### src/rtl/reg_cfg_pkg.sv
// Shared types and constants for the register-bus initiator.
package reg_cfg_pkg;

  typedef enum logic [1:0] {
    IDLE   = 2'd0,
    ACCESS = 2'd1,
    RESP   = 2'd2
  } state_e;

  localparam logic DIR_WR = 1'b1;
  localparam logic DIR_RD = 1'b0;

  localparam int DEFAULT_TIMEOUT = 16;

  // Wide enough to hold TIMEOUT itself, so the counter never wraps early.
  function automatic int cnt_width(input int timeout);
    return $clog2(timeout + 1);
  endfunction

endpackage

### src/rtl/reg_cfg_master_if.sv
// Host command/response channels plus the switch register bus, viewed from
// the initiator (master) or from the host/register-top side (slave).
interface reg_cfg_master_if #(
  parameter int W_WIDTH = 8
) ();

  logic               cmd_valid;
  logic               cmd_ready;
  logic               cmd_wr;
  logic [W_WIDTH-1:0] cmd_addr;
  logic [W_WIDTH-1:0] cmd_wdata;

  logic               rsp_valid;
  logic               rsp_ready;
  logic [W_WIDTH-1:0] rsp_rdata;
  logic               rsp_err;

  logic               sel_en;
  logic               wr_rd_s;
  logic [W_WIDTH-1:0] addr;
  logic [W_WIDTH-1:0] wr_data;
  logic [W_WIDTH-1:0] rd_data;
  logic               ack;

  modport master (
    input  cmd_valid, cmd_wr, cmd_addr, cmd_wdata, rsp_ready, rd_data, ack,
    output cmd_ready, rsp_valid, rsp_rdata, rsp_err, sel_en, wr_rd_s, addr, wr_data
  );

  modport slave (
    output cmd_valid, cmd_wr, cmd_addr, cmd_wdata, rsp_ready, rd_data, ack,
    input  cmd_ready, rsp_valid, rsp_rdata, rsp_err, sel_en, wr_rd_s, addr, wr_data
  );

endinterface

### src/rtl/reg_cfg_master.sv
// Register-bus initiator: one host command at a time, bus access starts the cycle after acceptance.
// cmd_ready only in IDLE; response held until rsp_ready. REG_CFG_MASTER_ADDR_CHECK_EN rejects addr >= NUM_OF_REG.
module reg_cfg_master
  import reg_cfg_pkg::*;
#(
  parameter int NUM_OF_REG = 4,
  parameter int W_WIDTH    = 8,
  parameter int TIMEOUT    = DEFAULT_TIMEOUT
) (
  input  logic               clk,
  input  logic               rst,
  reg_cfg_master_if.master   cfg
);

  localparam int                CW       = cnt_width(TIMEOUT);
  localparam logic [CW-1:0]     CNT_LAST = CW'(TIMEOUT - 1);
  localparam logic [W_WIDTH:0]  NREG     = (W_WIDTH + 1)'(NUM_OF_REG);

`ifdef REG_CFG_MASTER_ADDR_CHECK_EN
  localparam bit ADDR_CHECK = 1'b1;
`else
  localparam bit ADDR_CHECK = 1'b0;
`endif

  state_e             state_q,     state_d;
  logic [CW-1:0]      cnt_q,       cnt_d;
  logic               sel_en_q,    sel_en_d;
  logic               wr_rd_s_q,   wr_rd_s_d;
  logic [W_WIDTH-1:0] addr_q,      addr_d;
  logic [W_WIDTH-1:0] wr_data_q,   wr_data_d;
  logic               rsp_valid_q, rsp_valid_d;
  logic [W_WIDTH-1:0] rsp_rdata_q, rsp_rdata_d;
  logic               rsp_err_q,   rsp_err_d;

  logic addr_err;

  assign addr_err = ADDR_CHECK && ({1'b0, cfg.cmd_addr} >= NREG);

  always_comb begin
    state_d     = state_q;
    cnt_d       = cnt_q;
    sel_en_d    = sel_en_q;
    wr_rd_s_d   = wr_rd_s_q;
    addr_d      = addr_q;
    wr_data_d   = wr_data_q;
    rsp_valid_d = rsp_valid_q;
    rsp_rdata_d = rsp_rdata_q;
    rsp_err_d   = rsp_err_q;

    case (state_q)
      IDLE: begin
        if (cfg.cmd_valid) begin
          cnt_d = '0;
          if (addr_err) begin
            // Rejected commands never touch the bus; answer straight away.
            state_d     = RESP;
            rsp_valid_d = 1'b1;
            rsp_err_d   = 1'b1;
            rsp_rdata_d = '0;
          end else begin
            state_d   = ACCESS;
            sel_en_d  = 1'b1;
            wr_rd_s_d = cfg.cmd_wr;
            addr_d    = cfg.cmd_addr;
            wr_data_d = cfg.cmd_wdata;
          end
        end
      end

      ACCESS: begin
        cnt_d = cnt_q + 1'b1;
        if (cfg.ack) begin
          // ack in the final allowed cycle still counts as success.
          state_d     = RESP;
          sel_en_d    = 1'b0;
          rsp_valid_d = 1'b1;
          rsp_err_d   = 1'b0;
          rsp_rdata_d = (wr_rd_s_q == DIR_WR) ? '0 : cfg.rd_data;
        end else if (cnt_q == CNT_LAST) begin
          state_d     = RESP;
          sel_en_d    = 1'b0;
          rsp_valid_d = 1'b1;
          rsp_err_d   = 1'b1;
          rsp_rdata_d = '0;
        end
      end

      RESP: begin
        if (cfg.rsp_ready) begin
          state_d     = IDLE;
          rsp_valid_d = 1'b0;
        end
      end

      default: begin
        state_d = IDLE;
      end
    endcase
  end

  always_ff @(posedge clk) begin
    if (rst) begin
      state_q     <= IDLE;
      cnt_q       <= '0;
      sel_en_q    <= 1'b0;
      wr_rd_s_q   <= DIR_RD;
      addr_q      <= '0;
      wr_data_q   <= '0;
      rsp_valid_q <= 1'b0;
      rsp_rdata_q <= '0;
      rsp_err_q   <= 1'b0;
    end else begin
      state_q     <= state_d;
      cnt_q       <= cnt_d;
      sel_en_q    <= sel_en_d;
      wr_rd_s_q   <= wr_rd_s_d;
      addr_q      <= addr_d;
      wr_data_q   <= wr_data_d;
      rsp_valid_q <= rsp_valid_d;
      rsp_rdata_q <= rsp_rdata_d;
      rsp_err_q   <= rsp_err_d;
    end
  end

  assign cfg.cmd_ready = (state_q == IDLE);
  assign cfg.sel_en    = sel_en_q;
  assign cfg.wr_rd_s   = wr_rd_s_q;
  assign cfg.addr      = addr_q;
  assign cfg.wr_data   = wr_data_q;
  assign cfg.rsp_valid = rsp_valid_q;
  assign cfg.rsp_rdata = rsp_rdata_q;
  assign cfg.rsp_err   = rsp_err_q;

endmodule

### src/flat_wrapper.sv
// flat-port wrapper written by rule: the top's interface ports become plain ports
module reg_cfg_master_flat import reg_cfg_pkg::*;
#(
  parameter int NUM_OF_REG = 4,
  parameter int W_WIDTH    = 8,
  parameter int TIMEOUT    = DEFAULT_TIMEOUT
)
  (clk, rst, cfg_cmd_valid, cfg_cmd_wr, cfg_cmd_addr, cfg_cmd_wdata, cfg_rsp_ready, cfg_rd_data, cfg_ack, cfg_cmd_ready, cfg_rsp_valid, cfg_rsp_rdata, cfg_rsp_err, cfg_sel_en, cfg_wr_rd_s, cfg_addr, cfg_wr_data);
  reg_cfg_master_if #(.W_WIDTH(W_WIDTH)) cfg_i ();
  input  logic clk;
  input  logic rst;
  input wire logic [$bits(cfg_i.cmd_valid)-1:0] cfg_cmd_valid;
  input wire logic [$bits(cfg_i.cmd_wr)-1:0] cfg_cmd_wr;
  input wire logic [$bits(cfg_i.cmd_addr)-1:0] cfg_cmd_addr;
  input wire logic [$bits(cfg_i.cmd_wdata)-1:0] cfg_cmd_wdata;
  input wire logic [$bits(cfg_i.rsp_ready)-1:0] cfg_rsp_ready;
  input wire logic [$bits(cfg_i.rd_data)-1:0] cfg_rd_data;
  input wire logic [$bits(cfg_i.ack)-1:0] cfg_ack;
  output wire logic [$bits(cfg_i.cmd_ready)-1:0] cfg_cmd_ready;
  output wire logic [$bits(cfg_i.rsp_valid)-1:0] cfg_rsp_valid;
  output wire logic [$bits(cfg_i.rsp_rdata)-1:0] cfg_rsp_rdata;
  output wire logic [$bits(cfg_i.rsp_err)-1:0] cfg_rsp_err;
  output wire logic [$bits(cfg_i.sel_en)-1:0] cfg_sel_en;
  output wire logic [$bits(cfg_i.wr_rd_s)-1:0] cfg_wr_rd_s;
  output wire logic [$bits(cfg_i.addr)-1:0] cfg_addr;
  output wire logic [$bits(cfg_i.wr_data)-1:0] cfg_wr_data;
  assign cfg_i.cmd_valid = cfg_cmd_valid;
  assign cfg_i.cmd_wr = cfg_cmd_wr;
  assign cfg_i.cmd_addr = cfg_cmd_addr;
  assign cfg_i.cmd_wdata = cfg_cmd_wdata;
  assign cfg_i.rsp_ready = cfg_rsp_ready;
  assign cfg_i.rd_data = cfg_rd_data;
  assign cfg_i.ack = cfg_ack;
  assign cfg_cmd_ready = cfg_i.cmd_ready;
  assign cfg_rsp_valid = cfg_i.rsp_valid;
  assign cfg_rsp_rdata = cfg_i.rsp_rdata;
  assign cfg_rsp_err = cfg_i.rsp_err;
  assign cfg_sel_en = cfg_i.sel_en;
  assign cfg_wr_rd_s = cfg_i.wr_rd_s;
  assign cfg_addr = cfg_i.addr;
  assign cfg_wr_data = cfg_i.wr_data;
  reg_cfg_master #(.NUM_OF_REG(NUM_OF_REG), .W_WIDTH(W_WIDTH), .TIMEOUT(TIMEOUT)) u_core (.clk(clk), .rst(rst), .cfg(cfg_i));
endmodule
### config.mk
export PLATFORM = sky130hd
export DESIGN_NAME = reg_cfg_master_flat
export DESIGN_NICKNAME = d
export VERILOG_FILES = /design/src/rtl/reg_cfg_pkg.sv /design/src/rtl/reg_cfg_master_if.sv /design/src/rtl/reg_cfg_master.sv /design/src/flat_wrapper.sv
export SDC_FILE = /design/constraint.sdc
export NUM_CORES = 1
export LEC_CHECK = 0
export ABC_AREA = 1
export BUFFER_PORTS_ARGS = -buffer_cell sky130_fd_sc_hd__buf_2
export CAP_MARGIN = 20
export CORE_MARGIN = 10
export CORE_UTILIZATION = 50
export DETAILED_ROUTE_END_ITERATION = 16
export PLACE_DENSITY = 0.86
export SLEW_MARGIN = 15
export SYNTH_ARGS = -nofsm -noshare
export SYNTH_HDL_FRONTEND = slang
export SYNTH_SLANG_ARGS = --single-unit
### constraint.sdc
create_clock -name clk -period 2.94 [get_ports clk]
set_input_delay 0 -clock clk [delete_from_list [all_inputs] [get_ports clk]]
set_output_delay 0 -clock clk [all_outputs]
set_load 0.005 [all_outputs]
# Yosys cells after proc, flatten, opt, wreduce, memory -nomap -nowiden
# Cells that the tools add are included.
[totals]
register_bits = 35
wordCells = 45
out_inout_bits = 29
input_bits = 30
[classes]
n_reduce_logical = 10
n_eq_ne = 6
n_mux = 19
n_addsub = 1
[ops]
columns = ["cell", "count"]
rows = [
  ["8-bit 2-to-1 mux", 3],
  ["5-bit case mux with 2 select lines", 1],
  ["3-bit AND reduction", 3],
  ["2-bit 2-to-1 mux", 4],
  ["1-bit 2-to-1 mux", 7],
  ["2-bit case mux with 3 select lines", 1],
  ["2-bit AND reduction", 3],
  ["2-bit nonzero test", 3],
  ["5-bit by 1-bit adder with 5-bit output (second input constant)", 1],
  ["5-bit by 4-bit equality test with 1-bit output (second input constant)", 1],
  ["5-bit 2-to-1 mux", 1],
  ["2-bit inequality test (second input constant)", 2],
  ["1-bit case mux with 2 select lines", 2],
  ["3-bit by 2-bit inequality test with 1-bit output (second input constant)", 1],
  ["2-bit by 1-bit equality test with 1-bit output (second input constant)", 1],
  ["2-bit equality test (second input constant)", 1],
  ["2-bit logical NOT", 1],
]

# Logic depth before layout (Yosys ltp)
# Gate-level depths: netlist of run 1.
[logic_depth]
word_depth = 4
ltp_mapped = 10
mapped_depth_nobuf = 9

# Least setup slack after synthesis of run 1
# Ideal clock, no wire load.
[synth_timing]
path_kind = "flip-flop to flip-flop"
startpoint = "reg u_core.cnt_q[0]"
endpoint = "reg u_core.rsp_rdata_q[6], in the netlist u_core.cfg.rsp_rdata[6]"
required_time_ns = 2.827
setup_slack_ns = 1.404
synth_period_minus_slack_ns = 1.536
n_path_buf = 1
setup_time_ns = 0.113
arrival_ns = 1.423
stages_incl_launch_ff = 11
cell_sequence = "dfxtp_1 -> ha_1 -> inv_1 -> nor3_1 -> ha_1 -> inv_1 -> a21oi_4 -> buf_6 -> nand2_1 -> nand2_1 -> nor2_1"
[synth_between]
elab_chain_cells = 3
[synth_rtl]
columns = ["item", "line", "rtl"]
rows = [
  ["start, declared", "reg_cfg_master.sv:26", "logic [CW-1:0] cnt_q, cnt_d;"],
  ["start signal, assigned", "reg_cfg_master.sv:114", "cnt_q <= cnt_d;"],
  ["5-bit by 4-bit equality test with 1-bit output", "reg_cfg_master.sv:79", "end else if (cnt_q == CNT_LAST) begin"],
  ["2-bit nonzero test (no source line)", "-", ""],
  ["2-bit AND reduction (no source line)", "-", ""],
  ["end signal, assigned", "reg_cfg_master.sv:120", "rsp_rdata_q <= rsp_rdata_d;"],
  ["end, declared", "reg_cfg_master.sv:32", "logic [W_WIDTH-1:0] rsp_rdata_q, rsp_rdata_d;"],
]
# Every way passes these cells.
# A chain may end at the register's enable or synchronous reset.

# Final worst setup path of run 1
[layout_timing]
startpoint = "reg u_core.cnt_q[0]"
endpoint = "reg u_core.state_q[1]"
[layout_between]
elab_chain_cells = 3
[layout_rtl]
columns = ["item", "line", "rtl"]
rows = [
  ["5-bit by 4-bit equality test with 1-bit output", "reg_cfg_master.sv:79", ""],
  ["3-bit by 2-bit inequality test with 1-bit output (no source line)", "-", ""],
  ["3-bit AND reduction (no source line)", "-", ""],
  ["end signal, assigned", "reg_cfg_master.sv:113", "state_q <= state_d;"],
  ["end, declared", "reg_cfg_master.sv:25", "state_e state_q, state_d;"],
]
# Every way passes these cells.

==> results of run 1 <==
logic make-up after synthesis:
kind of cell	after synthesis	synth area share [%]
and+or+nand+nor	98	28.1
DFF	35	50.5
adders and majority gates	2	1.80
buffers and inverters	18	7.30
AOI/OAI and AO/OA	32	12.3
what timing repair did:
action	CTS	global route
endpoints found under the hold margin	33	0
buffers inserted	0	0
hold buffers	28	0
cells in the mapped netlist:
cell,count,area share [%]
nor3_1,1,0.36
nor2_2,1,0.45
nand2_2,2,0.90
o21ai_1,10,3.6
buf_6,4,3.2
clkbuf_1,1,0.27
ha_1,2,1.8
or2_2,1,0.45
o21ai_0,12,4.3
nand3_1,4,1.4
clkinv_2,1,0.36
a21oi_1,9,3.2
nand4_1,1,0.45
a21oi_4,1,1.2
buf_2,2,0.72
dfxtp_1,35,50
nor2_1,55,15
inv_2,2,0.54
inv_1,8,2.2
nand2_1,32,8.6
nand3b_1,1,0.54
final cells by class:
| cell class | count | share of cell area (%) |
|---|---|---|
| well taps | 31 | 1.93 |
| diodes | 1 | 0.124 |
| clock buffers | 7 | 3.23 |
| repair buffers | 86 | 28.3 |
| flip-flops and latches | 35 | 34.8 |
| clock inverters | 1 | 0.373 |
| inverters | 11 | 2.11 |
| multi-input cells | 132 | 29.1 |
sequential cells by signal, summed over array words and instances (netlist names):
register / cells
u_core.cfg.sel_en: 1
u_core.cnt_q: 5
u_core.state_q: 2
u_core.cfg.wr_rd_s: 1
u_core.cfg.rsp_rdata: 8
u_core.cfg.rsp_valid: 1
u_core.cfg.wr_data: 8
u_core.cfg.rsp_err: 1
u_core.cfg.addr: 8
power breakdown:
part,switching (W),internal [W],total (W)
Combinational,0.0000922,0.0000884,0.000181
Sequential,0.0000176,0.000508,0.000526
Clock,0.000156,0.000140,0.000296
Total,0.000266,0.000736,0.00100
metal layers:
| metal | up-vias | part of all wire [%] |
|---|---|---|
| met3 | 10 | 7.3 |
| met1 | 625 | 39 |
| met4 | 0 | 3.1 |
| met5 | - | 0 |
| li1 | 754 | - |
| met2 | 44 | 51 |
stage by stage:
stage | instances | hold slack (ps) | total power, W | area [um^2] | setup slack [ps]
floorplan | 185 | 145 | 0.000628 | 1390 | 1400
global placement | 267 | 233 | 0.000682 | 1660 | 1320
detailed placement | 267 | 241 | 0.000685 | 1660 | 1230
CTS | 303 | 52.4 | 0.00101 | 2010 | 946
global route | 304 | 60.2 | 0.00106 | 2010 | 776
finish | 304 | 66.8 | 0.00100 | 2010 | 899
worst max path at each step:
stage,to,depth (start not counted)
final,u_core.state_q[1],7
after global routing,u_core.state_q[1],7
after CTS,u_core.state_q[1],7
after detailed placement,u_core.cfg.rsp_rdata[7],9
after global placement,u_core.cfg.rsp_rdata[0],9
after floorplan,u_core.cfg.rsp_rdata[6],10
critical path: stages, from the launching register on:
cell,delay (ps)
dfxtp_1,360
ha_1,210
inv_1,70
nor3_1,50
ha_1,180
o21ai_0,370
a21oi_1,130
dlygate4sd3_1,580
==> flow_metrics.env, run 1 <==
export IMPL_finClkSkew_ps=6.92
export IMPL_ys_warnings_count=0
export IMPL_area_growth_pct=45.0
export IMPL_reg2reg_to="u_core.state_q[1]"
export IMPL_relSlewSlack_pct=61.7
export IMPL_num_nets_final=303
export IMPL_drc=0
export IMPL_ioPinCount=59
export IMPL_powerDensity_mw_per_mm2=497
export IMPL_gp_congestion=0.783
export IMPL_clockRootBuffer="clkbuf_4"
export IMPL_drtIter0Drc=100
export IMPL_busiest_layer="met2"
export IMPL_r2r_start="u_core.cnt_q[0]"
export IMPL_grt_pass1_wl_um=6130
export IMPL_dp_hpwl_um=2390
export IMPL_finalCoreUtilization_pct=74.3
export IMPL_min_delay_start="cfg_ack"
export IMPL_status="complete, no violations"
export IMPL_mostFrequentLayoutCell="buf_2"
export IMPL_hold_violations=0
export IMPL_ir_worst_vdd_uv=544
export IMPL_met1_usage_pct=14.7
export IMPL_final_cell_mix="buf_2 (58), nor2_1 (55), dfxtp_1 (35)"
export IMPL_grt_max_degree=28
export IMPL_drive_gt1_share_pct=27.2
export IMPL_crit_start="u_core.cnt_q[0]"
export IMPL_layout_min_cycle_time_ps=2040
export IMPL_die_width_um=72.7
export IMPL_vias_per_cell=4.71
export IMPL_finalSetupViolCount=0
export IMPL_synth_cell_type_count=21
export IMPL_core_area_mm2=0.00271
export IMPL_cts_repair_resized=0
export IMPL_postRouteAntennaNets=0
export IMPL_arrival_ps=2260
export IMPL_die_area_mm2=0.00529
export IMPL_synthCells=185
export IMPL_wl_per_cell_um=12.6
export IMPL_r2r_cells=7
export IMPL_grt_pass1_vias=1325
export IMPL_r2r_slack_ps=900
export IMPL_crit_fanout=5
export IMPL_cts_htree_levels=2
export IMPL_initial_utilization_pct=51.2
export IMPL_min_path_cells=4
export IMPL_synth_seq_cells=35
export IMPL_gr_usage_met3_pct=5.31
export IMPL_drt_wl_total_um=3820
export IMPL_fp_row_count=19
export IMPL_cts_buffers=5
export IMPL_crit_path_end_kind="register"
export IMPL_die_h_um=72.7
export IMPL_hold_path_end="u_core.state_q[0]"
export IMPL_cts_reportedPaths_clkPinSlew_ps=100
export IMPL_clkLatencyLatePin_ps=330
export IMPL_cp_start_kind="register"
export IMPL_dr_pass1_iters=4
export IMPL_cts_max_path_buffers=2
export IMPL_synth_seq_area_share_pct=50.5
export IMPL_synth_area_mm2=0.00139
export IMPL_io_buffers=58
export IMPL_syn_area_per_cell_um2=7.51
export IMPL_cts_sinks=35
export IMPL_maxCapViolations=0
export IMPL_max_freq_ghz=0.490
export IMPL_grt_overflow=0
export IMPL_cts_tree="done"
export IMPL_critPathRequiredTime_ps=3160
export IMPL_multiInputGateArea_um2=587
export IMPL_leakage_nw=0.957
export IMPL_drv_slew=0
export IMPL_grt_util_met2_pct=25.2
export IMPL_antenna_found_initial=1
export IMPL_period_share_pct=69.4
export IMPL_dr_total_vias=1433
export IMPL_hold_path_class="in -> reg"
export IMPL_syn_nets=217
export IMPL_n_fill_cell=212
export IMPL_tightest_slew_ps=568
export IMPL_critical_path_class="reg -> reg"
export IMPL_grt_setup_unrepaired="false"
export IMPL_setup_tns_ps=0
export IMPL_seqCellArea_um2=701
export IMPL_grt_util_all_layers_pct=14.3
Note: power is estimated with default switching activity, not from simulation.
==> run 2: changes to the inputs <==
CORE_UTILIZATION = 42   (was 50)
PLACE_DENSITY = 0.78   (was 0.86)
clock period = 1.7 ns   (was 2.94 ns; I/O delays follow)
==> flow_metrics.env, run 2 (synthesis gave the netlist of run 1 again) <==
export IMPL_crit_family="flip-flops"
export IMPL_crit_start="u_core.cnt_q[0]"
export IMPL_final_cell_mix="buf_2 (58), nor2_1 (55), dfxtp_1 (33)"
export IMPL_drt_wl_total_um=3930
export IMPL_cts_buffers=5
export IMPL_slowest_stage="dfxtp_2"
export IMPL_setup_tns_ps=0
export IMPL_hold_path_class="in -> reg"
export IMPL_dr_pass1_iters=4
export IMPL_io_buffers=58
export IMPL_relSlewSlack_pct=61.3
export IMPL_hold_ws_ps=77.6
export IMPL_mostFrequentLayoutCell="buf_2"
export IMPL_layout_min_cycle_time_ps=1520
export IMPL_num_nets_final=303
export IMPL_ioPinCount=59
export IMPL_powerDensity_mw_per_mm2=836
export IMPL_grt_setup_unrepaired="false"
export IMPL_ir_worst_vdd_uv=596
export IMPL_p_clk_share_pct=27.5
export IMPL_grt_pass1_vias=1401
export IMPL_max_freq_ghz=0.658
export IMPL_cp_start_kind="register"
export IMPL_drive_gt1_share_pct=28.0
export IMPL_antenna_cells=0
export IMPL_power_switching_w=0.000466
export IMPL_min_delay_start="cfg_ack"
export IMPL_period_share_pct=89.4
export IMPL_cts_htree_levels=2
export IMPL_crit_path_end_kind="register"
export IMPL_drv_slew=0
export IMPL_postRouteAntennaNets=0
export IMPL_drtIter0Drc=104
export IMPL_core_area_mm2=0.00310
export IMPL_status="complete, no violations"
export IMPL_max_stage_delay_ps=380
export IMPL_n_fill_cell=292
export IMPL_power_frac_comb_pct=18.7
export IMPL_wl_per_cell_um=12.5
export IMPL_finalCoreUtilization_pct=65.2
export IMPL_initial_utilization_pct=44.8
export IMPL_grt_max_degree=28
export IMPL_swShare_pct=27.5
export IMPL_r2r_start="u_core.cnt_q[0]"
export IMPL_area_growth_pct=45.8
export IMPL_die_width_um=77.5
export IMPL_cts_tree="done"
export IMPL_clkLatencyLatePin_ps=340
export IMPL_critPathRequiredTime_ps=1950
export IMPL_worstPathCellList="ha_1, inv_1, nor3_1, ha_1, inv_1, a21oi_4, buf_12, nand2_1, nand2_1, nor2_1"
export IMPL_cts_reportedPaths_clkPinSlew_ps=110
export IMPL_grt_util_all_layers_pct=12.8
export IMPL_clockRootBuffer="clkbuf_4"
export IMPL_leakage_nw=0.956
export IMPL_die_area_mm2=0.00601
export IMPL_gp_congestion=0.770
export IMPL_drc=0
export IMPL_cts_sinks=35
export IMPL_internal_power_w=0.00123
export IMPL_stdcell_count=315
export IMPL_hold_violations=0
export IMPL_antenna_found_initial=0
export IMPL_path_buf_inv=3
export IMPL_dp_hpwl_um=2520
export IMPL_maxCapViolations=0
export IMPL_tightest_slew_ps=575
export IMPL_grt_overflow=0
export IMPL_crit_fanout=17
export IMPL_power_w=0.00169
export IMPL_dr_total_vias=1446
export IMPL_finClkSkew_ps=10.6
export IMPL_fp_row_count=20
export IMPL_critical_path_class="reg -> reg"
export IMPL_seq_power_share_pct=53.7
export IMPL_cts_max_path_buffers=2
export IMPL_placedCellCount=280
export IMPL_vias_per_cell=4.59
export IMPL_die_h_um=77.5
export IMPL_arrival_ps=1770
export IMPL_grt_pass1_wl_um=6380
export IMPL_finalSetupViolCount=0
## run 2: changes by cell type in the layout (fill, tap and decap cells not counted), sizes merged
cell         previous run  this run
buf                    58        59
clkbuf                  7         6
clkinv                  1         2
clkinvlp                1         0
diode                   1         0
dlygate4sd3            28        27
## run 2: per-stage QoR
step	instance area [um^2]	setup WS (ps)
final	2020	179
after global routing	2020	6.91
after CTS	2020	128
after detailed placement	1680	-8.57
after global placement	1680	60.6
after floorplan	1390	164
## run 2: layout make-up
| type | count | area, um^2 | area share, % |
|---|---|---|---|
| flip-flops and latches | 35 | 703 | 34.7 |
| multi-input cells | 132 | 587 | 29.0 |
| repair buffers | 86 | 581 | 28.7 |
| well taps | 44 | 55.1 | 2.72 |
| clock buffers | 6 | 51.3 | 2.53 |
| inverters | 11 | 42.5 | 2.10 |
| clock inverters | 1 | 5.00 | 0.247 |
## run 2: routing by layer
layer  GRT usage, %  share of wire [%]  up-vias
li1               -                  -      753
met1           12.7                 41      636
met2           23.5                 50       51
met3           4.95                7.4        6
met4           4.93                1.5        0
met5              0                  0        -
## run 2: worst min-delay path, delay by kind of cell
family	cells	cell delay [ps]
AO/OA/AOI/OAI	1	60
buffers and inverters	2	190
AND/OR/NAND/NOR	1	110
## run 2: repair_timing
item,4_1_cts,5_1_grt
endpoints found under the hold margin,33,0
gates resized for setup,0,2
pin swaps,1,0
endpoints found under the setup margin,8,8
hold buffers,27,0
buffers inserted,1,0
## run 2: worst paths after layout
path,endpoint,slack [ps],cells past startpoint
setup reg to reg,u_core.cfg.rsp_rdata[2],180,10
setup / recovery,u_core.cfg.rsp_rdata[2],180,10
hold reg to reg,u_core.cnt_q[4],470,2
hold / removal,u_core.state_q[0],80,4
## run 2: power groups by stage
| stage | combinational [W] | clock [W] | sequential, W |
|---|---|---|---|
| after CTS | 0.000315 | 0.000477 | 0.000909 |
| after global routing | 0.000356 | 0.000521 | 0.000918 |
| after detailed placement | 0.000261 | 0 | 0.000928 |
| after floorplan | 0.000152 | 0 | 0.000933 |
| after global placement | 0.000257 | 0 | 0.000925 |
| final | 0.000317 | 0.000466 | 0.000909 |
